### src/rtl/packet_ram_arbiter_pkg.sv
// Shared constants, tag encodings and grant types
// for the packet buffer RAM arbiter.
package packet_ram_arbiter_pkg;

  localparam int PACKET_BUFFER_SIZE      = 4096;
  localparam int COLOR_LEN               = 12;
  localparam int VIDEO_CACHE_RAM_LATENCY = 2;
  localparam int DEF_STARVE_LIMIT        = 16;

  typedef enum logic [1:0] {
    TAG_NONE = 2'd0,
    TAG_VID  = 2'd1,
    TAG_NET  = 2'd2
  } tag_e;

  typedef enum logic [1:0] {
    GNT_NONE = 2'd0,
    GNT_VID  = 2'd1,
    GNT_WR   = 2'd2,
    GNT_RD   = 2'd3
  } gnt_e;

  // Network side choice: a lone request wins,
  // otherwise rr=0 favours the write.
  function automatic logic pick_wr(
    input logic wr,
    input logic rd,
    input logic rr
  );
    return wr & (~rd | ~rr);
  endfunction

endpackage

### src/rtl/packet_ram_arbiter_tag_pipe.sv
// Fixed-depth shift register that carries read tags
// alongside the RAM read latency.
module arb_tag_pipe #(
  parameter int W     = 2,
  parameter int DEPTH = 1
) (
  input  logic         clk_i,
  input  logic         rst_ni,
  input  logic [W-1:0] d_i,
  output logic [W-1:0] q_o
);

  logic [W-1:0] stage_q [DEPTH];

  always_ff @(posedge clk_i or negedge rst_ni) begin
    if (!rst_ni) begin
      for (int i = 0; i < DEPTH; i++) begin
        stage_q[i] <= '0;
      end
    end else begin
      stage_q[0] <= d_i;
      for (int i = 1; i < DEPTH; i++) begin
        stage_q[i] <= stage_q[i-1];
      end
    end
  end

  assign q_o = stage_q[DEPTH-1];

endmodule

### src/rtl/packet_ram_arbiter.sv
// Single-port packet RAM arbiter: video first, network
// round-robin in idle slots, bounded starvation override.
module packet_ram_arbiter
  import packet_ram_arbiter_pkg::*;
#(
  parameter int RAM_SIZE     = PACKET_BUFFER_SIZE,
  parameter int DATA_WIDTH   = COLOR_LEN,
  parameter int LATENCY      = VIDEO_CACHE_RAM_LATENCY,
  parameter int STARVE_LIMIT = DEF_STARVE_LIMIT,
  localparam int AW = $clog2(RAM_SIZE)
) (
  input  logic                  clk,
  input  logic                  reset,
  input  logic                  vid_req,
  input  logic [AW-1:0]         vid_addr,
  output logic                  vid_ready,
  output logic [DATA_WIDTH-1:0] vid_val,
  input  logic                  wr_req,
  input  logic [AW-1:0]         wr_addr,
  input  logic [DATA_WIDTH-1:0] wr_data,
  output logic                  wr_ack,
  input  logic                  rd_req,
  input  logic [AW-1:0]         rd_addr,
  output logic                  rd_ack,
  output logic                  rd_valid,
  output logic [DATA_WIDTH-1:0] rd_data,
  output logic [AW-1:0]         ram_addr,
  output logic                  ram_we,
  output logic [DATA_WIDTH-1:0] ram_wdata,
  input  logic [DATA_WIDTH-1:0] ram_rdata
);

  localparam int SW =
    (STARVE_LIMIT > 0) ? $clog2(STARVE_LIMIT + 1) : 1;
  localparam logic [SW-1:0] LIM = SW'(STARVE_LIMIT);
  localparam bit OVR_EN = (STARVE_LIMIT != 0);

  logic          rr_q, rr_d;
  logic [SW-1:0] starve_q, starve_d;

  logic net_pend;
  logic ovr;
  logic sel_wr;
  logic take_ovr, take_vid, take_net;
  gnt_e gnt;
  tag_e tag_d;
  logic [1:0] tag_out;
  logic net_gnt;

  assign net_pend = wr_req | rd_req;
  assign ovr = OVR_EN & (starve_q == LIM) & net_pend;
  assign sel_wr = pick_wr(wr_req, rd_req, rr_q);

  // Mutually exclusive slot owners, gated by reset.
  assign take_ovr = reset & ovr;
  assign take_vid = reset & ~ovr & vid_req;
  assign take_net = reset & ~ovr & ~vid_req & net_pend;

  always_comb begin
    gnt = GNT_NONE;
    unique case (1'b1)
      take_ovr,
      take_net: gnt = sel_wr ? GNT_WR : GNT_RD;
      take_vid: gnt = GNT_VID;
      default:  gnt = GNT_NONE;
    endcase
  end

  always_comb begin
    ram_we    = 1'b0;
    ram_addr  = '0;
    ram_wdata = '0;
    wr_ack    = 1'b0;
    rd_ack    = 1'b0;
    tag_d     = TAG_NONE;
    unique case (gnt)
      GNT_VID: begin
        ram_addr = vid_addr;
        tag_d    = TAG_VID;
      end
      GNT_WR: begin
        ram_we    = 1'b1;
        ram_addr  = wr_addr;
        ram_wdata = wr_data;
        wr_ack    = 1'b1;
      end
      GNT_RD: begin
        ram_addr = rd_addr;
        rd_ack   = 1'b1;
        tag_d    = TAG_NET;
      end
      default: ;
    endcase
  end

  assign net_gnt = wr_ack | rd_ack;

  always_comb begin
    rr_d     = rr_q;
    starve_d = starve_q;
    if (net_gnt) begin
      rr_d     = ~rr_q;
      starve_d = '0;
    end else if (net_pend && starve_q != LIM) begin
      starve_d = starve_q + 1'b1;
    end
  end

  always_ff @(posedge clk or negedge reset) begin
    if (!reset) begin
      rr_q     <= 1'b0;
      starve_q <= '0;
    end else begin
      rr_q     <= rr_d;
      starve_q <= starve_d;
    end
  end

  arb_tag_pipe #(
    .W     (2),
    .DEPTH (LATENCY)
  ) u_tag_pipe (
    .clk_i  (clk),
    .rst_ni (reset),
    .d_i    (tag_d),
    .q_o    (tag_out)
  );

  assign vid_ready = (tag_out == TAG_VID);
  assign rd_valid  = (tag_out == TAG_NET);
  assign vid_val   = vid_ready ? ram_rdata : '0;
  assign rd_data   = rd_valid ? ram_rdata : '0;

endmodule

### config.mk
export PLATFORM = sky130hd
export DESIGN_NAME = packet_ram_arbiter
export DESIGN_NICKNAME = d
export VERILOG_FILES = /design/src/rtl/packet_ram_arbiter_pkg.sv /design/src/rtl/packet_ram_arbiter_tag_pipe.sv /design/src/rtl/packet_ram_arbiter.sv
export SDC_FILE = /design/constraint.sdc
export NUM_CORES = 1
export LEC_CHECK = 0
export ABC_AREA = 1
export BUFFER_PORTS_ARGS = -buffer_cell sky130_fd_sc_hd__buf_2
export CORE_UTILIZATION = 39
export CTS_CLUSTER_SIZE = 20
export DETAILED_ROUTE_END_ITERATION = 8
export PLACE_DENSITY = 0.91
export SETUP_SLACK_MARGIN = 0.1
export SLEW_MARGIN = 15
export SYNTH_ARGS = -nofsm -noshare
export SYNTH_HDL_FRONTEND = slang
export SYNTH_SLANG_ARGS = --single-unit
### constraint.sdc
create_clock -name clk -period 2.2 [get_ports clk]
set_input_delay 0.22 -clock clk [delete_from_list [all_inputs] [get_ports clk]]
set_output_delay 0.22 -clock clk [all_outputs]
set_load 0.1 [all_outputs]
==> results of run 1 <==
per-stage QoR:
stage               setup WS [ns]  utilization  std cells  area [µm²]
floorplan                 -0.0706            -        182        1560
global placement            0.309        0.898        327        2540
detailed placement          0.143        0.898        327        2540
logic make-up after synthesis:
family | count (synthesis) | synth area share
compound gates | 8 | 0.0364
buf+inv | 42 | 0.171
xor+xnor | 1 | 0.00729
flops | 10 | 0.208
fa+ha+maj | 2 | 0.0208
simple gates | 119 | 0.557
Yosys cell counts (all sizes together):
cell type and number:
a21oi 4, nor3b 13, nor2 30, nand4 13
buf 5, o21ai 4, clkinv 1, xnor2 1
nand3 9, inv 34, nand2 54, ha 2
dfrtp 10, clkbuf 2
==> impl_metrics.py, run 1 <==
metrics = {
    "clock_network": {
        "clk_path_buf_depth": 2,
        "htree_levels": 1,
        "cts_setup_buffers": 14,
        "ctsResizeCount": 26,
        "cts_buffers": 3,
        "cts_hold_buf": 1,
        "cts.sinks": 10,
        "cts.root.buffer_cell": "clkbuf_4",
    },
    "synth": {
        "yosysUniqueCellTypes": 25,
        "synth_area_leaders": "dfrtp_1 21%, nand2_1 15%, nor3b_2 10%",
        "yosysTopAreaCell": "dfrtp_1",
        "netlist_area_um2": 1200,
        "syn_inst": 182,
        "yosys_warnings": 0,
        "synth_top_cell_area_share": 0.208,
        "synth-seq-cells": 10,
        "synth.avg_cell_area_um2": 6.61,
        "seq_area_frac_synth": 0.208,
        "syn-num-nets": 249,
    },
    "outcome": {
        "error_line": "[ERROR DPL-0038] Utilization greater than 100%, impossible to legalize",
        "failing_step": "4_1_cts",
        "status": "aborted with a tool error",
    },
    "floorplan": {
        "die_y_um": 57.5,
        "io_pins": 118,
        "start_util": 0.425,
        "die-width_um": 57.5,
        "rows": 19,
    },
    "place": {
        "io_buffers": 117,
        "dp_hpwl_um": 4760,
        "place.gp.congestion": 0.901,
    },
}
==> inputs of run 2 (changes only) <==
--- a/config.mk
+++ b/config.mk
@@ -7,11 +7,10 @@
 export LEC_CHECK = 0
 export ABC_AREA = 1
 export BUFFER_PORTS_ARGS = -buffer_cell sky130_fd_sc_hd__buf_2
-export CORE_UTILIZATION = 39
-export CTS_CLUSTER_SIZE = 20
+export CORE_AREA = 2 2 63 65
 export DETAILED_ROUTE_END_ITERATION = 8
-export PLACE_DENSITY = 0.91
-export SETUP_SLACK_MARGIN = 0.1
+export DIE_AREA = 0 0 65 67
+export PLACE_DENSITY_LB_ADDON = 0.15
 export SLEW_MARGIN = 15
 export SYNTH_ARGS = -nofsm -noshare
 export SYNTH_HDL_FRONTEND = slang
==> impl_metrics.py, run 2 <==
metrics = {
    "outcome": {
        "status": "complete, no violations",
    },
    "power_and_ir_drop": {
        "p_sw_frac": 0.524,
        "p_leak_nw": 1.45,
        "power_frac_seq": 0.184,
        "power.total_mw": 1.54,
        "peakVddDrop_uv": 380,
        "p_int_mw": 0.731,
        "clkPwrFrac": 0.152,
        "p_comb_frac": 0.663,
        "p_switching_mw": 0.806,
        "power.density_nw_per_um2": 576,
    },
    "clock_network": {
        "path_clk_slew_ns": 0.04,
        "clk_latency_ns": 0.24,
        "cts_buffers": 3,
        "cts.sinks": 10,
        "htree_levels": 1,
        "clk_path_buf_depth": 2,
        "cts_tree": "built",
        "cts.root.buffer_cell": "clkbuf_8",
    },
    "timing": {
        "fin_ws_ns": 0.0568,
        "clock_skew_ns": 0.00707,
        "relSlewSlack": 0.383,
        "setup_viol": 0,
        "slew_violations": 0,
        "hold_viol_final": 0,
        "tightest_slew_ns": 0.924,
        "period_minus_slack_ns": 2.14,
        "finalCritPeriodShare": 0.974,
        "max_freq_ghz": 0.467,
    },
    "flow_run": {
        "maxCapViolCount": 0,
    },
    "route": {
        "wire_per_inst_um": 11.6,
        "vias": 1621,
        "drtIter0Drc": 44,
        "drt_pre_antenna_iters": 4,
        "routed_wl_um": 4150,
        "drc": 0,
        "drtAntennaViolNets": 0,
        "via_per_inst": 4.53,
    },
    "floorplan": {
        "rows": 22,
        "fp.coreArea_um2": 3610,
        "die_y_um": 67,
        "io_pins": 118,
        "start_util": 0.333,
        "die-width_um": 65,
        "fp.dieArea_um2": 4360,
    },
    "finish": {
        "num_antenna_cells": 0,
        "drive_gt1_frac": 0.626,
        "regArea_um2": 250,
        "syn_to_final_growth_pct": 122,
        "nets": 378,
        "top_register": "starve_q",
        "final_cell_mix": "90 x buf_2, 35 x nand2_1, 30 x buf_12, 29 x inv_1, 14 x nor2_1",
        "largest_register_ffs": 5,
        "fillers": 275,
        "multi_input_area_um2": 1020,
        "mostFrequentLayoutCell": "buf_2",
        "finalNonFillerCells": 358,
    },
    "worst_setup_path": {
        "worstSetupStartpointType": "flop",
        "required_ns": 1.98,
        "path_class": "flop to primary output",
        "cp_max_fo": 9,
        "cp.arrival_ns": 1.92,
        "critPathCaptureType": "primary output",
    },
    "synth": {
        "yosys_warnings": 0,
        "yosysTopAreaCell": "dfrtp_1",
        "netlist_area_um2": 1200,
        "synth_edf_count": 0,
        "yosys-top-cells-count": "47 x nand2_1, 33 x inv_1, 28 x nor2_1, 13 x nand4_1",
        "synth-seq-cells": 10,
        "synth_flop_cell": "dfrtp_1",
        "synth_top_cell_area_share": 0.208,
        "syn_inst": 182,
        "yosysUniqueCellTypes": 25,
        "syn-num-nets": 249,
        "seq_area_frac_synth": 0.208,
        "yosysMostFrequentCell": "nand2_1",
        "ys_async_sr_fraction": 1.00,
        "synth.avg_cell_area_um2": 6.61,
        "synth_area_leaders": "dfrtp_1 21%, nand2_1 15%, nor3b_2 10%",
    },
    "worst_hold_path": {
        "hold_class": "flop to flop",
    },
    "place": {
        "io_buffers": 117,
        "place.gp.congestion": 0.866,
        "pre_cts_ws_ns": 0.242,
        "dp_hpwl_um": 3400,
        "dp_cells": 344,
    },
    "global_route": {
        "grtUsageTotal": 0.175,
        "grt_pass1_wl_um": 6130,
        "grt_max_degree": 17,
        "antenna_found_initial": 0,
        "grt_pass1_vias": 1460,
        "grt.overflow.total": 0,
    },
}
## run 2: power by group through the flow
stage / registers [mW] / clock network (mW) / logic [mW]
detailed placement: 0.287 / 0 / 0.962
global placement: 0.284 / 0 / 0.948
CTS: 0.287 / 0.232 / 0.970
floorplan: 0.275 / 0 / 0.701
finish: 0.283 / 0.234 / 1.02
global route: 0.288 / 0.252 / 1.07
## run 2: worst paths after layout
path                                            start                end  slack [ns]  cells after the start
max in group asynchronous                       reset        starve_q[0]        1.56                      3
worst max register to register            starve_q[0]        starve_q[4]        0.67                     10
worst min register to register  u_tag_pipe.stage_q[2]  u_tag_pipe.q_o[0]        0.34                      0
worst min-delay path            u_tag_pipe.stage_q[2]  u_tag_pipe.q_o[0]        0.34                      0
min in group asynchronous                       reset               rr_q        0.49                      3
worst max-delay path                      starve_q[0]       ram_wdata[8]        0.06                     10
## run 2: critical path, stage by stage, from the launching register on
cell and delay [ns]:
dfrtp_1 0.39, inv_2 0.09, ha_4 0.13, nand2_2 0.04, inv_2 0.08, nand3_2 0.09
nand2_4 0.14, nand2_8 0.10, buf_12 0.18, nor3b_4 0.23, buf_12 0.20
## run 2: final cells by class
cell class | instances | share of cell area
Tap cell | 48 | 0.0225
Timing Repair inverter | 1 | 0.00281
Multi-Input combinational cell | 130 | 0.382
Timing Repair Buffer | 130 | 0.423
Sequential cell | 10 | 0.0938
Inverter | 35 | 0.0553
Clock buffer | 4 | 0.0206
## run 2: what timing repair did
item / CTS / global route
gates cloned: 0 / 1
hold buffers: 1 / 0
setup endpoints to repair: 9 / 22
gates resized for setup: 1 / 6
endpoints found under the hold margin: 10 / 0
pin swaps: 0 / 9
buffers inserted: 0 / 8
## run 2: stage by stage
step | util | cell area [µm²] | setup TNS (ns) | hold WS (ns)
after floorplan | - | 1480 | -1.52 | -0.0756
after global placement | 0.691 | 2490 | 0 | 0.217
after detailed placement | 0.691 | 2490 | 0 | 0.222
after CTS | 0.710 | 2560 | 0 | 0.348
after global routing | 0.740 | 2670 | -0.0481 | 0.363
final | 0.740 | 2670 | 0 | 0.345
## run 2: cells by family (layout without fill, tap and decap cells)
logic type,Yosys count,after routing,synth area share
AND/OR/NAND/NOR,119,119,0.557
buffers and inverters,42,170,0.171
flip-flops,10,10,0.208
AO/OA/AOI/OAI,8,8,0.0364
adder cells (fa/ha/maj),2,2,0.0208
XOR/XNOR,1,1,0.00729
## run 2: routing by layer
metal  wire length [µm]  up-vias  GRT usage
met4                 29        0     0.0372
met2               2040       88      0.314
li1                   -      819          -
met3                394        3     0.0439
met5                  0        -          0
met1               1690      711      0.211
No activity file was read; power rests on OpenSTA's default activity.
==> inputs of run 3 (changes only) <==
--- a/config.mk
+++ b/config.mk
@@ -11,6 +11,7 @@
 export DETAILED_ROUTE_END_ITERATION = 8
 export DIE_AREA = 0 0 65 67
 export PLACE_DENSITY_LB_ADDON = 0.15
+export RECOVER_POWER = 50
 export SLEW_MARGIN = 15
 export SYNTH_ARGS = -nofsm -noshare
 export SYNTH_HDL_FRONTEND = slang
==> impl_metrics.py, run 3 (synthesized netlist as in run 2, its figures left out) <==
metrics = {
    "flow_run": {
        "maxCapViolCount": 0,
    },
    "timing": {
        "hold_slack_ns": 0.345,
        "hold_viol_final": 0,
        "fin_ws_ns": 0.0565,
        "slew_violations": 0,
        "tightest_slew_ns": 1.20,
        "max_freq_ghz": 0.467,
        "period_minus_slack_ns": 2.14,
        "setup_viol": 0,
        "relSlewSlack": 0.204,
        "clock_skew_ns": 0.00616,
        "finalCritPeriodShare": 0.974,
    },
    "place": {
        "pre_cts_ws_ns": 0.242,
        "dp_hpwl_um": 3400,
        "io_buffers": 117,
        "dp_cells": 344,
        "place.gp.congestion": 0.866,
        "placed_cell_area_um2": 2490,
    },
    "worst_setup_path": {
        "cp.arrival_ns": 1.92,
        "required_ns": 1.98,
        "worstSetupStartpointType": "flop",
        "critPathCaptureType": "primary output",
        "ff2ff_path_depth": 10,
        "r2r-end": "starve_q[4]",
        "path_class": "flop to primary output",
        "r2r_setup_slack_ns": 0.66,
        "r2r-start": "starve_q[0]",
        "cp_max_fo": 9,
    },
    "floorplan": {
        "io_pins": 118,
        "die_y_um": 67,
        "fp.dieArea_um2": 4360,
        "fp.coreArea_um2": 3610,
        "die-width_um": 65,
        "rows": 22,
        "start_util": 0.333,
    },
    "power_and_ir_drop": {
        "p_comb_frac": 0.662,
        "power_frac_seq": 0.184,
        "peakVddDrop_uv": 382,
        "p_int_mw": 0.729,
        "power.density_nw_per_um2": 577,
        "p_switching_mw": 0.807,
        "p_leak_nw": 1.43,
        "p_sw_frac": 0.525,
        "clkPwrFrac": 0.153,
    },
    "route": {
        "drtIter0Drc": 47,
        "drt_pre_antenna_iters": 4,
        "vias": 1605,
        "drc": 0,
        "via_per_inst": 4.48,
        "met3_length_um": 375,
        "drtAntennaViolNets": 0,
        "routed_wl_um": 4160,
        "dr_wl_met2_um": 2040,
        "highest_layer": "met4",
        "wire_per_inst_um": 11.6,
        "met1Wirelength_um": 1720,
    },
    "finish": {
        "fin_util": 0.738,
        "final_area_um2": 2660,
        "syn_to_final_growth_pct": 121,
        "nets": 378,
        "final_cell_mix": "75 x buf_2, 35 x nand2_1, 30 x buf_12, 29 x inv_1, 14 x nor2_1",
        "finalNonFillerCells": 358,
        "largest_register_ffs": 5,
        "drive_gt1_frac": 0.616,
        "mostFrequentLayoutCell": "buf_2",
        "fillers": 277,
        "num_antenna_cells": 0,
        "top_register": "starve_q",
    },
    "global_route": {
        "grt_pass1_vias": 1460,
        "antenna_found_initial": 0,
        "grt_max_degree": 17,
        "grt_pass1_wl_um": 6130,
        "grt.overflow.total": 0,
        "grtUsageTotal": 0.175,
    },
    "clock_network": {
        "cts.sinks": 10,
        "clk_path_buf_depth": 2,
        "clk_latency_ns": 0.24,
        "cts_tree": "built",
        "path_clk_slew_ns": 0.05,
        "htree_levels": 1,
        "cts_buffers": 3,
        "cts.root.buffer_cell": "clkbuf_8",
    },
    "worst_hold_path": {
        "hold_class": "flop to flop",
        "holdPathStages": 0,
        "whs_endpoint": "u_tag_pipe.q_o[0]",
        "min-delay-start": "u_tag_pipe.stage_q[2]",
    },
    "outcome": {
        "status": "complete, no violations",
    },
}
-- run 3: critical path, stage by stage, from the launching register on --
cell     delay [ns]
dfrtp_1        0.39
inv_2          0.09
ha_4           0.13
nand2_2        0.04
inv_2          0.08
nand3_2        0.09
nand2_4        0.14
nand2_8        0.10
buf_12         0.18
nor3b_4        0.23
buf_12         0.20
-- run 3: layout make-up --
type	instances	area (µm²)	area share
Clock buffer	4	55.1	0.0207
Inverter	35	148	0.0555
Multi-Input combinational cell	130	1020	0.383
Sequential cell	10	250	0.0940
Tap cell	48	60.1	0.0226
Timing Repair Buffer	130	1120	0.422
Timing Repair inverter	1	7.51	0.00282
-- run 3: worst max path at each step --
stage | from | end | slack, ns | cells past startpoint
5_1_grt | starve_q[0] | ram_wdata[1] | -0.01 | 10
3_5_place_dp | starve_q[0] | ram_wdata[9] | 0.24 | 10
6_report | starve_q[0] | ram_wdata[8] | 0.06 | 10
4_1_cts | starve_q[0] | ram_wdata[0] | 0.03 | 10
2_1_floorplan | starve_q[1] | ram_wdata[0] | -0.31 | 9
3_3_place_gp | starve_q[1] | ram_wdata[10] | 0.30 | 10
-- run 3: timing repair --
item,CTS,global route
cloned,0,1
buffers inserted,0,8
endpoints found under the hold margin,10,0
endpoints found under the setup margin,9,22
hold buffers,1,0
pin swaps,0,9
resized for setup,1,6
-- run 3: stage by stage --
step                setup TNS [ns]  power, mW
floorplan                    -1.52      0.977
global placement                 0       1.23
detailed placement               0       1.25
CTS                              0       1.49
global route               -0.0510       1.61
finish                           0       1.54
-- run 3: routing by layer --
metal / global-route usage / vias up
li1: - / 819
met1: 0.211 / 697
met2: 0.314 / 86
met3: 0.0439 / 3
met4: 0.0372 / 0
met5: 0 / -
-- run 3: power groups by stage --
stage	Sequential (mW)	Combinational, mW	Clock [mW]
CTS	0.287	0.970	0.232
finish	0.283	1.02	0.235
floorplan	0.275	0.701	0
global route	0.288	1.07	0.252
global placement	0.284	0.948	0
detailed placement	0.287	0.962	0
==> inputs of run 4 (changes only) <==
--- a/config.mk
+++ b/config.mk
@@ -15,4 +15,5 @@
 export SLEW_MARGIN = 15
 export SYNTH_ARGS = -nofsm -noshare
 export SYNTH_HDL_FRONTEND = slang
+export SYNTH_HIERARCHICAL = 1
 export SYNTH_SLANG_ARGS = --single-unit
==> impl_metrics.py, run 4 <==
metrics = {
    "worst_setup_path": {
        "r2r-start": "starve_q[1]",
        "critical_path.top_delay_family": "simple AND/OR/NAND/NOR gates",
        "slowest_delay_ns": 0.41,
        "cp_max_fo": 12,
        "worstSetupStartpointType": "flop",
        "path_class": "flop to primary output",
        "crit_chain": "inv_2 -> ha_4 -> nand2_2 -> inv_2 -> nand3_2 -> nand2_4 -> nand2_4 -> buf_12 -> nor3b_4 -> buf_12",
        "critPathCaptureType": "primary output",
        "cp.arrival_ns": 1.99,
        "ff2ff_path_depth": 9,
        "required_ns": 1.98,
        "r2r_setup_slack_ns": 0.66,
        "cp_slowest_cell": "dfrtp_1",
        "r2r-end": "u_tag_pipe/stage_q[2]",
        "crit_buf_inv": 4,
    },
    "synth": {
        "netlist_area_um2": 1200,
        "synth_adder_area_share": 0.0209,
        "synth_flop_cell": "dfrtp_1",
        "yosysTopAreaCell": "dfrtp_1",
        "ys_async_sr_fraction": 1.00,
        "synth_top_cell_area_share": 0.209,
        "synth-simple-area-share": 0.548,
        "yosys-top-cells-count": "49 x nand2_1, 34 x inv_1, 27 x nor2_1, 13 x nand4_1",
        "yosysMostFrequentCell": "nand2_1",
        "syn_inst": 186,
        "synth_compound_area_frac": 0.0366,
        "seq_area_frac_synth": 0.209,
        "synth_top_family_by_area": "simple AND/OR/NAND/NOR gates",
        "synth_edf_count": 0,
        "synth-seq-cells": 10,
        "synth_area_leaders": "dfrtp_1 21%, nand2_1 15%, inv_1 11%",
        "synth_xor_area_frac": 0.00732,
        "synth.avg_cell_area_um2": 6.43,
        "syn-num-nets": 253,
        "yosysUniqueCellTypes": 23,
        "yosys_warnings": 6,
        "synth_mux_area_frac": 0,
    },
    "global_route": {
        "grt.overflow.total": 0,
        "grt_max_degree": 14,
        "grtUsageTotal": 0.206,
        "grt_pass1_wl_um": 7040,
        "grt_pass1_vias": 1548,
        "antenna_found_initial": 0,
    },
    "finish": {
        "fillers": 247,
        "num_antenna_cells": 0,
        "multi_input_area_um2": 1180,
        "regArea_um2": 250,
        "fin_util": 0.790,
        "drive_gt1_frac": 0.676,
        "largest_register_ffs": 5,
        "top_register": "starve_q",
        "syn_to_final_growth_pct": 138,
        "final_cell_mix": "89 x buf_2, 30 x inv_1, 29 x buf_12, 27 x nand2_1, 15 x nand2_2",
        "nets": 383,
        "mostFrequentLayoutCell": "buf_2",
    },
    "worst_hold_path": {
        "min-delay-start": "u_tag_pipe/stage_q[2]",
        "whs_endpoint": "u_tag_pipe/q_o[0]",
        "hold_class": "flop to flop",
        "holdPathStages": 0,
    },
    "clock_network": {
        "clk_latency_ns": 0.24,
        "clk_path_buf_depth": 2,
        "htree_levels": 1,
        "cts.sinks": 10,
        "cts_buffers": 3,
        "cts_tree": "built",
        "cts.root.buffer_cell": "clkbuf_8",
        "path_clk_slew_ns": 0.05,
    },
    "timing": {
        "tns_ns": -0.0138,
        "max_freq_ghz": 0.452,
        "finalCritPeriodShare": 1.01,
        "relSlewSlack": 0.373,
        "rsz0062_at_grt": "yes",
        "setup_viol": 1,
        "tightest_slew_ns": 0.939,
        "hold_viol_final": 0,
        "clock_skew_ns": 0.00224,
        "period_minus_slack_ns": 2.21,
        "slew_violations": 0,
        "fin_ws_ns": -0.0138,
    },
    "floorplan": {
        "rows": 22,
        "fp.dieArea_um2": 4360,
        "fp.coreArea_um2": 3610,
        "start_util": 0.332,
        "die_y_um": 67,
        "io_pins": 118,
        "die-width_um": 65,
    },
    "route": {
        "drtIter0Drc": 78,
        "vias": 1676,
        "via_per_inst": 4.62,
        "drc": 0,
        "routed_wl_um": 4990,
        "drtAntennaViolNets": 0,
        "wire_per_inst_um": 13.7,
        "drt_pre_antenna_iters": 4,
    },
    "power_and_ir_drop": {
        "p_sw_frac": 0.527,
        "power_frac_seq": 0.181,
        "clkPwrFrac": 0.149,
        "power.total_mw": 1.56,
        "power.density_nw_per_um2": 549,
        "p_comb_frac": 0.669,
        "p_switching_mw": 0.824,
        "p_leak_nw": 1.47,
        "p_int_mw": 0.740,
        "peakVddDrop_uv": 401,
    },
    "outcome": {
        "violations": "negative setup slack",
        "status": "finished with violations",
    },
    "place": {
        "io_buffers": 117,
        "place.gp.congestion": 0.838,
        "dp_hpwl_um": 3630,
    },
    "flow_run": {
        "maxCapViolCount": 0,
    },
}
-- run 4: logic make-up after synthesis --
kind of cell    after synthesis
buf+inv                      45
simple gates                120
compound gates                8
flops                        10
fa+ha+maj                     2
xor+xnor                      1
-- run 4: cell type report --
| cell class | instances | share of cell area |
|---|---|---|
| Sequential cell | 10 | 0.0878 |
| Clock buffer | 4 | 0.0193 |
| Timing Repair Buffer | 133 | 0.405 |
| Inverter | 36 | 0.0492 |
| Multi-Input combinational cell | 131 | 0.415 |
| Tap cell | 48 | 0.0211 |
| Timing Repair inverter | 1 | 0.00264 |
-- run 4: what timing repair did --
item                                   in CTS  in global routing
endpoints found under the hold margin      10                  0
setup endpoints to repair                  13                 24
setup buffers                               2                  8
resized for setup                           4                  9
hold buffers                                1                  0
pin swaps                                   0                 11
cloned                                      0                  2
-- run 4: worst max-delay path by stage --
stage,from,endpoint,slack [ns],cells after the start
after global placement,starve_q[1],ram_wdata[0],0.26,10
final,starve_q[1],ram_wdata[10],-0.01,10
after floorplan,starve_q[1],ram_wdata[0],-0.29,9
after detailed placement,starve_q[1],ram_wdata[0],0.23,10
after global routing,starve_q[0],ram_wdata[10],-0.09,10
after CTS,starve_q[1],ram_addr[4],-0.01,12
-- run 4: worst reg2reg max path, cell delays in order, from the launching register on --
cell and delay (ns):
dfrtp_1 0.41, inv_2 0.09, ha_4 0.12, nand2_2 0.04
inv_2 0.08, nand3_2 0.10, nand2_4 0.15, clkinvlp_4 0.16
buf_4 0.17, buf_4 0.12
-- run 4: power groups by stage --
stage | sequential, mW | combinational, mW | clock [mW]
floorplan | 0.275 | 0.740 | 0
global placement | 0.283 | 0.985 | 0
detailed placement | 0.286 | 0.994 | 0
CTS | 0.283 | 1.01 | 0.237
global route | 0.290 | 1.10 | 0.246
finish | 0.283 | 1.05 | 0.234
-- run 4: metal layers --
metal  GRT usage  wire length (µm)
met5           0                 0
met3      0.0405               354
met4      0.0399                24
met2       0.398              2760
met1       0.233              1860
-- run 4: metrics by stage --
stage | hold WS (ns) | worst slack [ns] | std cells | cell area [µm²]
6_report | 0.346 | -0.0138 | 363 | 2850
5_1_grt | 0.351 | -0.0860 | 363 | 2850
4_1_cts | 0.346 | -0.0112 | 353 | 2720
3_5_place_dp | 0.110 | 0.230 | 346 | 2620
3_3_place_gp | 0.108 | 0.261 | 346 | 2620
2_1_floorplan | -0.0756 | -0.292 | 186 | 1640
